File: config.mk
export PLATFORM = sky130hd
export DESIGN_NAME = aes_encrypt_seq
export DESIGN_NICKNAME = d
export VERILOG_FILES = /design/src/rtl/aes_pkg.sv /design/src/rtl/enc_round.sv /design/src/rtl/aes_encrypt_seq.sv
export SDC_FILE = /design/constraint.sdc
export NUM_CORES = 2
export LEC_CHECK = 0
export ABC_CLOCK_PERIOD_IN_PS = 4200
export BUFFER_PORTS_ARGS = -buffer_cell sky130_fd_sc_hd__buf_2
export CAP_MARGIN = 20
export CORE_AREA = 2 2 644 646
export DETAILED_ROUTE_END_ITERATION = 7
export DIE_AREA = 0 0 646 648
export PLACE_DENSITY = 0.43
export SYNTH_ARGS = -nofsm -noshare
export SYNTH_HDL_FRONTEND = slang
export SYNTH_SLANG_ARGS = --single-unit
File: constraint.sdc
create_clock -name clk -period 4.2 [get_ports clk]
set_input_delay 0.84 -clock clk [delete_from_list [all_inputs] [get_ports clk]]
set_output_delay 0.84 -clock clk [all_outputs]
set_load 0.02 [all_outputs]
File: src/rtl/aes_pkg.sv
// Shared AES-128 definitions: FSM state encoding, round count, forward S-box
// and the GF(2^8) helpers used by the round datapath.
package aes_pkg;

  localparam int NR = 10;

  // Two legal states; the spare encodings exist so a corrupted state register
  // is detectable and falls back to IDLE.
  typedef enum logic [1:0] {
    IDLE = 2'b00,
    RUN  = 2'b01
  } state_e;

  localparam logic [7:0] SBOX [256] = '{
    8'h63, 8'h7c, 8'h77, 8'h7b, 8'hf2, 8'h6b, 8'h6f, 8'hc5, 8'h30, 8'h01, 8'h67, 8'h2b, 8'hfe, 8'hd7, 8'hab, 8'h76,
    8'hca, 8'h82, 8'hc9, 8'h7d, 8'hfa, 8'h59, 8'h47, 8'hf0, 8'had, 8'hd4, 8'ha2, 8'haf, 8'h9c, 8'ha4, 8'h72, 8'hc0,
    8'hb7, 8'hfd, 8'h93, 8'h26, 8'h36, 8'h3f, 8'hf7, 8'hcc, 8'h34, 8'ha5, 8'he5, 8'hf1, 8'h71, 8'hd8, 8'h31, 8'h15,
    8'h04, 8'hc7, 8'h23, 8'hc3, 8'h18, 8'h96, 8'h05, 8'h9a, 8'h07, 8'h12, 8'h80, 8'he2, 8'heb, 8'h27, 8'hb2, 8'h75,
    8'h09, 8'h83, 8'h2c, 8'h1a, 8'h1b, 8'h6e, 8'h5a, 8'ha0, 8'h52, 8'h3b, 8'hd6, 8'hb3, 8'h29, 8'he3, 8'h2f, 8'h84,
    8'h53, 8'hd1, 8'h00, 8'hed, 8'h20, 8'hfc, 8'hb1, 8'h5b, 8'h6a, 8'hcb, 8'hbe, 8'h39, 8'h4a, 8'h4c, 8'h58, 8'hcf,
    8'hd0, 8'hef, 8'haa, 8'hfb, 8'h43, 8'h4d, 8'h33, 8'h85, 8'h45, 8'hf9, 8'h02, 8'h7f, 8'h50, 8'h3c, 8'h9f, 8'ha8,
    8'h51, 8'ha3, 8'h40, 8'h8f, 8'h92, 8'h9d, 8'h38, 8'hf5, 8'hbc, 8'hb6, 8'hda, 8'h21, 8'h10, 8'hff, 8'hf3, 8'hd2,
    8'hcd, 8'h0c, 8'h13, 8'hec, 8'h5f, 8'h97, 8'h44, 8'h17, 8'hc4, 8'ha7, 8'h7e, 8'h3d, 8'h64, 8'h5d, 8'h19, 8'h73,
    8'h60, 8'h81, 8'h4f, 8'hdc, 8'h22, 8'h2a, 8'h90, 8'h88, 8'h46, 8'hee, 8'hb8, 8'h14, 8'hde, 8'h5e, 8'h0b, 8'hdb,
    8'he0, 8'h32, 8'h3a, 8'h0a, 8'h49, 8'h06, 8'h24, 8'h5c, 8'hc2, 8'hd3, 8'hac, 8'h62, 8'h91, 8'h95, 8'he4, 8'h79,
    8'he7, 8'hc8, 8'h37, 8'h6d, 8'h8d, 8'hd5, 8'h4e, 8'ha9, 8'h6c, 8'h56, 8'hf4, 8'hea, 8'h65, 8'h7a, 8'hae, 8'h08,
    8'hba, 8'h78, 8'h25, 8'h2e, 8'h1c, 8'ha6, 8'hb4, 8'hc6, 8'he8, 8'hdd, 8'h74, 8'h1f, 8'h4b, 8'hbd, 8'h8b, 8'h8a,
    8'h70, 8'h3e, 8'hb5, 8'h66, 8'h48, 8'h03, 8'hf6, 8'h0e, 8'h61, 8'h35, 8'h57, 8'hb9, 8'h86, 8'hc1, 8'h1d, 8'h9e,
    8'he1, 8'hf8, 8'h98, 8'h11, 8'h69, 8'hd9, 8'h8e, 8'h94, 8'h9b, 8'h1e, 8'h87, 8'he9, 8'hce, 8'h55, 8'h28, 8'hdf,
    8'h8c, 8'ha1, 8'h89, 8'h0d, 8'hbf, 8'he6, 8'h42, 8'h68, 8'h41, 8'h99, 8'h2d, 8'h0f, 8'hb0, 8'h54, 8'hbb, 8'h16
  };

  // Multiply by x in GF(2^8), reducing with x^8+x^4+x^3+x+1.
  function automatic logic [7:0] xtime(input logic [7:0] b);
    return {b[6:0], 1'b0} ^ (b[7] ? 8'h1b : 8'h00);
  endfunction

  // One MixColumns column; col[31:24] is the row-0 byte.
  function automatic logic [31:0] mix_column(input logic [31:0] col);
    logic [7:0] a0, a1, a2, a3;
    {a0, a1, a2, a3} = col;
    return {xtime(a0) ^ xtime(a1) ^ a1 ^ a2 ^ a3,
            a0 ^ xtime(a1) ^ xtime(a2) ^ a2 ^ a3,
            a0 ^ a1 ^ xtime(a2) ^ xtime(a3) ^ a3,
            xtime(a0) ^ a0 ^ a1 ^ a2 ^ xtime(a3)};
  endfunction

endpackage

File: src/rtl/enc_round.sv
// Combinational AES encryption round: SubBytes, ShiftRows, optional
// MixColumns (skipped on the final round) and AddRoundKey.
// Byte i of a 128-bit word sits at [127-8*i -: 8]; byte i is row i%4, column i/4.
module enc_round
  import aes_pkg::*;
(
  input  logic [127:0] state_in,
  input  logic [127:0] round_key,
  input  logic         last_round,
  output logic [127:0] state_out
);

  logic [127:0] sub_bytes;
  logic [127:0] shift_rows;
  logic [127:0] mix_cols;

  // Byte substitution, row rotation, column mixing and key addition.
  always_comb begin
    sub_bytes  = '0;
    shift_rows = '0;
    mix_cols   = '0;
    for (int i = 0; i < 16; i++) begin
      sub_bytes[127-8*i -: 8] = SBOX[state_in[127-8*i -: 8]];
    end
    // Row r rotates left by r columns.
    for (int c = 0; c < 4; c++) begin
      for (int r = 0; r < 4; r++) begin
        shift_rows[127-8*(r+4*c) -: 8] = sub_bytes[127-8*(r+4*((c+r)%4)) -: 8];
      end
    end
    for (int c = 0; c < 4; c++) begin
      mix_cols[127-32*c -: 32] = mix_column(shift_rows[127-32*c -: 32]);
    end
    state_out = (last_round ? shift_rows : mix_cols) ^ round_key;
  end

endmodule

File: src/rtl/aes_encrypt_seq.sv
// Iterative AES-128 encryptor: one round per clock through a single shared
// round datapath, 11 edges from the accepting edge to the done pulse.
module aes_encrypt_seq
  import aes_pkg::*;
#(
  parameter int NR = aes_pkg::NR
) (
  input  logic                  clk,
  input  logic                  n_rst,
  input  logic                  start,
  input  logic [127:0]          data,
  input  logic [128*(NR+1)-1:0] key,
  output logic                  busy,
  output logic                  done,
  output logic [127:0]          cipherText
);

  state_e       fsm_q, fsm_d;
  logic [3:0]   rnd_q, rnd_d;
  logic [127:0] blk_q, blk_d;
  logic [127:0] ct_q, ct_d;
  logic         done_q, done_d;
  logic         busy_q, busy_d;

  logic [127:0] round_key;
  logic         last_round;
  logic [127:0] round_out;

  // Select round key rnd from the expanded schedule; out-of-range rnd gives zero.
  always_comb begin
    round_key = '0;
    for (int r = 0; r <= NR; r++) begin
      if (rnd_q == 4'(r)) round_key = key[128*r +: 128];
    end
  end

  assign last_round = (rnd_q == 4'(NR));

  enc_round u_round (
    .state_in   (blk_q),
    .round_key  (round_key),
    .last_round (last_round),
    .state_out  (round_out)
  );

  // Next-state logic: accept in IDLE, iterate rounds in RUN, recover from illegal values.
  always_comb begin
    fsm_d  = fsm_q;
    rnd_d  = rnd_q;
    blk_d  = blk_q;
    ct_d   = ct_q;
    done_d = 1'b0;
    case (fsm_q)
      IDLE: begin
        rnd_d = 4'd0;
        if (start) begin
          // Initial AddRoundKey with round key 0; data is only looked at here.
          blk_d = data ^ key[127:0];
          rnd_d = 4'd1;
          fsm_d = RUN;
        end
      end
      RUN: begin
        if (rnd_q >= 4'd1 && rnd_q < 4'(NR)) begin
          blk_d = round_out;
          rnd_d = rnd_q + 4'd1;
        end else if (last_round) begin
          blk_d  = round_out;
          ct_d   = round_out;
          done_d = 1'b1;
          rnd_d  = 4'd0;
          fsm_d  = IDLE;
        end else begin
          rnd_d = 4'd0;
          fsm_d = IDLE;
        end
      end
      default: begin
        rnd_d = 4'd0;
        fsm_d = IDLE;
      end
    endcase
    busy_d = (fsm_d == RUN);
  end

  // State, counter, datapath and registered outputs; reset clears everything at once.
  always_ff @(posedge clk or negedge n_rst) begin
    if (!n_rst) begin
      fsm_q  <= IDLE;
      rnd_q  <= 4'd0;
      blk_q  <= '0;
      ct_q   <= '0;
      done_q <= 1'b0;
      busy_q <= 1'b0;
    end else begin
      fsm_q  <= fsm_d;
      rnd_q  <= rnd_d;
      blk_q  <= blk_d;
      ct_q   <= ct_d;
      done_q <= done_d;
      busy_q <= busy_d;
    end
  end

  assign busy       = busy_q;
  assign done       = done_q;
  assign cipherText = ct_q;

endmodule

Word-level counts from Yosys, hierarchy flattened
Memories as Yosys holds them, arrays and structs flattened.
Index checks and enable logic that the tools add are counted.
Widths: inputs -> output; s select.
- register bits after elaboration: 264
- bits in latches: 0
- RAM bits: 0
- memory bits (read-only): 32768
- input bits: 1539
- output and inout port bits: 130
- logic and storage cells: 233
- memories: 16
- $add $sub $neg: 1
- $mul: 0
- divide/modulo/power cells: 0
- magnitude comparators: 18
- equal/unequal tests: 14
- shift-type cells: 0
- muxes and demuxes: 73
- bitwise gates (word level): 99
- reductions and logical operators: 6
- memory list (memory ; words ; bits a word ; read ports ; clocked after memory_dff ; write ports ; RTL line ; source):
    (no name shown) ; 256 ; 8 ; 1 ; 0 ; 0 ; enc_round.sv:23 ; sub_bytes[127-8*i -: 8] = SBOX[state_in[127-8*i -: 8]];
    (no name shown) ; 256 ; 8 ; 1 ; 0 ; 0 ; enc_round.sv:23 ;
    (no name shown) ; 256 ; 8 ; 1 ; 0 ; 0 ; enc_round.sv:23 ;
    (no name shown) ; 256 ; 8 ; 1 ; 0 ; 0 ; enc_round.sv:23 ;
    (no name shown) ; 256 ; 8 ; 1 ; 0 ; 0 ; enc_round.sv:23 ;
    (no name shown) ; 256 ; 8 ; 1 ; 0 ; 0 ; enc_round.sv:23 ;
    10 more memories ; -- ; -- ; -- ; -- ; -- ; -- ;
- operators with widths (cell ; number):
    $mux 128 ; 15
    $xor 8x8->8 ; 80
    $mux 8 ; 32
    $pmux 128 s2 ; 1
    $xor 128x128->128 ; 2
    $ge 9x9->1 const B ; 16
    $not 8->9 ; 16
    $mux 5 ; 16
    $eq 4x3->1 const B ; 4
    $eq 4x4->1 const B ; 3
    $eq 4x2->1 const B ; 2
    $pmux 4 s2 ; 1
    $reduce_and 3->1 ; 2
    $add 4x1->4 const B ; 1
    $eq 2x1->1 const B ; 2
    $eq 4x1->1 const B ; 1
    $ge 4x1->1 const B ; 1
    $logic_not 4->1 ; 1
    $lt 4x4->1 const B ; 1
    $mux 1 ; 4
    $mux 2 ; 2
    $mux 4 ; 1
    $pmux 2 s2 ; 1
    $ne 3x2->1 const B ; 1
    other kinds (5) ; 5

Depth between registers and ports, before layout
- depth after elaboration: 16
- gate-level depth with buffers: 19
- mapped depth without buffers: 14

By module
From an unflattened synthesis, not the netlist that was laid out.
- cells, all modules: 12247
- area, all modules: 87254.9 um^2
- modules (own cells, without submodules) (module ; times used ; cells an instance ; area each (um^2) ; sequential area each (um^2)):
    enc_round ; 1 ; 9391 ; 62515.0 ; 0.0
    aes_encrypt_seq ; 1 ; 2856 ; 24740.0 ; 6606.3

Least setup slack after synthesis
No wires, ideal clock.
- path type: reg-to-reg
- start: reg blk_q[16]
- end: reg blk_q[41]
- setup time: 104 ps
- arrival: 4153 ps
- data required time: 4096 ps
- path slack: -56 ps
- stages on the path, launching flop included: 18
- path buffers: 4
- period minus slack after synthesis: 4256 ps
- cell sequence: dfrtp_1 > buf_2 > clkbuf_1 > buf_2 > inv_1 > ha_1 > clkbuf_1 > nor3_1 > a2111oi_0 > a31oi_1 > mux4_2 > a22oi_4 > xor2_1 > xnor2_1 > xnor3_1 > xnor2_1 > a21oi_1 > a221oi_1
- word-level cells in the longest chain between the ends: 13
- ends and longest elaborated chain (what ; RTL line ; source):
    from (decl) ; aes_encrypt_seq.sv:20 ; logic [127:0] blk_q, blk_d;
    from (signal assigned) ; aes_encrypt_seq.sv:98 ; blk_q <= blk_d;
    $not 8->9 (not written as such) * ; enc_round.sv:23 ;
    $mem_v2 256x8 * ; -- ;
    $mux 8 (not written as such) * (2 in a row) ; enc_round.sv:23 ;
    $xor 8x8->8 * (4 in a row) ; aes_pkg.sv:44 ; a0 ^ a1 ^ xtime(a2) ^ xtime(a3) ^ a3,
    $mux 128 * ; enc_round.sv:34 ; state_out = (last_round ? shift_rows : mix_cols) ^ round_key;
    $xor 128x128->128 * ; enc_round.sv:34 ;
    $mux 128 ; aes_encrypt_seq.sv:67 ; end else if (last_round) begin
    $mux 128 * ; aes_encrypt_seq.sv:64 ; if (rnd_q >= 4'd1 && rnd_q < 4'(NR)) begin
    $pmux 128 s2 * ; aes_encrypt_seq.sv:53 ; case (fsm_q)
Every way passes the cells marked *; elsewhere a longest branch is shown, timed or not. The select of a mux whose other input is x is not followed.
A chain may end at the register's enable or synchronous reset.

Worst setup path after layout
- start: reg rnd_q[0]
- end: reg blk_q[65]
- word-level cells in the longest chain between the ends: 16
- elaborated cells on any way between the ends: 32
- classes of those cells: order compare (2); eq/ne (11); mux (15); bitwise (1); reduce/logical (3)
- ends and longest elaborated chain (what ; RTL line ; source):
    from (decl) ; aes_encrypt_seq.sv:19 ; logic [3:0] rnd_q, rnd_d;
    from (signal assigned) ; aes_encrypt_seq.sv:97 ; rnd_q <= rnd_d;
    $logic_not 4->1 ; aes_encrypt_seq.sv:33 ; if (rnd_q == 4'(r)) round_key = key[128*r +: 128];
    $mux 128 (11 in a row) ; aes_encrypt_seq.sv:33 ;
    $xor 128x128->128 ; enc_round.sv:34 ;
    $mux 128 ; aes_encrypt_seq.sv:67 ;
    $mux 128 ; aes_encrypt_seq.sv:64 ;
    $pmux 128 s2 ; aes_encrypt_seq.sv:53 ;
Parallel ways exist; a longest one is shown, timed or not. The select of a mux whose other input is x is not followed.

==> run metrics <==
vias in the first global route=126000; routed wl met3=157 mm; Seq. cell area=6720 um2; Synth Register Bits=264; Crit. Startpoint=rnd_q[0]; WL met1=399 mm; DRC=0; Achievable Freq=225 MHz; number of synthesized flops with an enable pin=0; status=complete, but fails checks; via count=140000; crit-path cells=ha_4 -> buf_12 -> buf_4 -> nor2b_1 -> buf_4 -> a221oi_1 -> o31ai_2 -> a221oi_1 -> nor3_1 -> a21oi_1 -> o22ai_1 -> buf_4 -> xor2_2 -> xnor2_1 -> xnor2_2 -> a21oi_1; Max Cap Viol=0; Fin Clk Skew=0.0865 ns; CP peak stage delay=0.63 ns; CP Launch Type=register; area delta synth->final=59.3%; H-tree level count=2; # fillers=45600; routability cong.=1.15; placed wire-length estimate=908 mm; antenna-violating nets left=0; share of cells above drive strength 1=0.420; GRT overflow=0; setup TNS=-3.70 ns; CORE AREA=412000 um2; Slew Limit Fails=0; failing checks=negative setup slack; Die Width=646 um; slowest stage cell, crit path=o31ai_2; PortBufs=1668; root buffer cell=clkbuf_16; area of the multi-input gates=75200 um2; Cells after Synth=12300; dominant cells by area after synthesis=dfrtp_1 (7.8%), o21ai_0 (7.0%), a21oi_1 (6.1%); min-delay src=key[1404]; endpoint type of the worst setup path=register; NumNets Final=18200; HP Class=in2reg; Cell Area, Synth=84300 um2; CP most frequent cell=buf_4; Routed WL per cell=47.8 um; top cells by count, synth=o21ai_0 (1173), nand2_1 (1045), a21oi_1 (1029); CP arrival=5.07 ns; All-Layer GR Usage=0.490; CTS sink count=264; Synth Flop Type=dfrtp_1; Worst-path clk slew=0.06 ns; FP Rows=236; Routed WL=1080 mm; critical path class=reg2reg; final period utilization=1.06; Unique masters post-synth=138; sequential area share after synthesis=0.0783; TritonRoute pass-1 iters=7; io pins=1669; Fin. Hold Viols=0; CP bufs+invs=4; Syn Area/Cell=6.85 um2; buffer depth of the longest clock path=3; post-synth top area cell=dfrtp_1; Crit path required time=4.84 ns; Die Y=648 um; Starting Density=0.205; largest net degree at the start of global routing=78; DIE AREA=419000 um2; global-route wire length before repair=1350 mm; Final WS setup=-0.237 ns; Met2 Wirelength=413 mm; fin crit period=4.44 ns; fraction of registers with async set/reset=1.00; total CTS buffers=48; DR iter-0 viols=22000; Top Layer Used=met5; Vias/cell=6.19; top-count cell post-synth=o21ai_0; initial antenna violation count=550; RR Startpoint=rnd_q[0]; delay-heaviest family, CP=compound AO/OA/AOI/OAI gates; CTS tree=done; top cell type's share of synthesized area=0.0783; Ys Warns=0; worst-path maximum fanout=37; Worst-Skew Late Latency=0.81 ns; unrepaired setup endpoints after global routing=yes; Setup violations, final=56; syn nets=14100; Worst-Margin Slew=1.42 ns; Rel. slew slack=0.0534
## metrics by stage
step / area (um2) / hold WS, ns / setup WS, ns / util / instances
after floorplan: 84300 / 0.483 / 0.00457 / - / 12300
after global placement: 125000 / 0.458 / -1.45 / 0.304 / 21700
after detailed placement: 125000 / 0.464 / -1.11 / 0.304 / 21700
after CTS: 129000 / 0.00662 / -0.0790 / 0.314 / 21900
after global routing: 134000 / 0.379 / -0.0807 / 0.324 / 22300
final: 134000 / 0.366 / -0.237 / 0.326 / 22500
## layout by cell type, fill, tap and decap left out, types with 64 or more instances in the layout
cell / netlist / final
o31ai_1: 118 / 99
nand2_1: 1045 / 1024
or2_2: 86 / 80
ha_1: 230 / 155
nand3_1: 294 / 290
mux2i_1: 94 / 88
buf_4: 106 / 3458
a31oi_1: 231 / 218
a311oi_1: 163 / 140
o221ai_1: 119 / 112
or3_1: 66 / 64
inv_1: 134 / 118
a21oi_1: 1029 / 978
a211oi_1: 238 / 209
and2_1: 112 / 97
nor2b_1: 306 / 281
o211ai_1: 248 / 248
xnor2_1: 494 / 427
buf_6: 52 / 77
a221oi_2: 2 / 73
mux4_2: 207 / 207
xor2_1: 269 / 238
a221oi_1: 355 / 264
nor2_1: 1023 / 962
buf_12: 0 / 322
a221o_1: 84 / 83
o21ai_1: 28 / 79
diode_2: 0 / 584
o311ai_0: 177 / 152
buf_2: 435 / 1668
nor3_1: 444 / 416
dfrtp_1: 264 / 206
o22ai_1: 161 / 147
nand2b_1: 322 / 295
o21ai_0: 1173 / 1097
a22oi_1: 104 / 102
## cell type report
cell class              instances  share of cell area
well taps                    5474              0.0510
inverters                     174             0.00509
clock inverters                23             0.00156
flip-flops and latches        264              0.0500
diodes                        584              0.0109
multi-input cells           10400               0.560
clock buffers                  67              0.0102
repair buffers               5535               0.311
## cell families (layout without fill, tap and decap cells)
| family | count (synthesis) | in the layout | share of synthesized area |
|---|---|---|---|
| AOI/OAI and AO/OA | 4962 | 4962 | 0.400 |
| xor gates and xnor gates | 821 | 821 | 0.0934 |
| adders and majority gates | 230 | 230 | 0.0341 |
| buffers and inverters | 1634 | 5799 | 0.0886 |
| DFF | 264 | 264 | 0.0783 |
| muxes | 357 | 357 | 0.0746 |
| other | 1 | 585 | 0.0000445 |
| and+or+nand+nor | 4037 | 4037 | 0.231 |
## metal layers
metal | global-route usage | vias to the layer above
met5 | 0.0223 | -
met4 | 0.405 | 316
met3 | 0.259 | 2993
met2 | 0.653 | 11200
met1 | 0.569 | 69300
li1 | - | 55700
## timing repair
item	in CTS	in global routing
resized for setup	434	591
pin swaps	58	147
setup buffers	40	74
cloned	0	1
setup endpoints to repair	140	134
hold buffers	0	1
endpoints found under the hold margin	0	1
## flip-flops by register name, summed over array words and instances, names as in the netlist
name and flops:
blk_q 128, busy 1, cipherText 128, done 1
fsm_q 2, rnd_q 4
## path summary, 6_finish.rpt
path	endpoint	slack, ns	depth (start not counted)
worst min register to register	cipherText[18]	0.48	2
worst min-delay path	cipherText[124]	0.37	4
max in group asynchronous	blk_q[58]	2.36	3
worst max register to register	blk_q[65]	-0.24	16
worst max-delay path	blk_q[65]	-0.24	16
min in group asynchronous	blk_q[25]	0.55	2
## tightest hold or removal path, stage by stage
cell	delay [ns]
buf_2	0.09
xor2_1	0.08
nand2_1	0.07
nand2_1	0.05
Power is not shown: default switching activity piles up to over one toggle a cycle in this logic, so the estimate is an artifact.
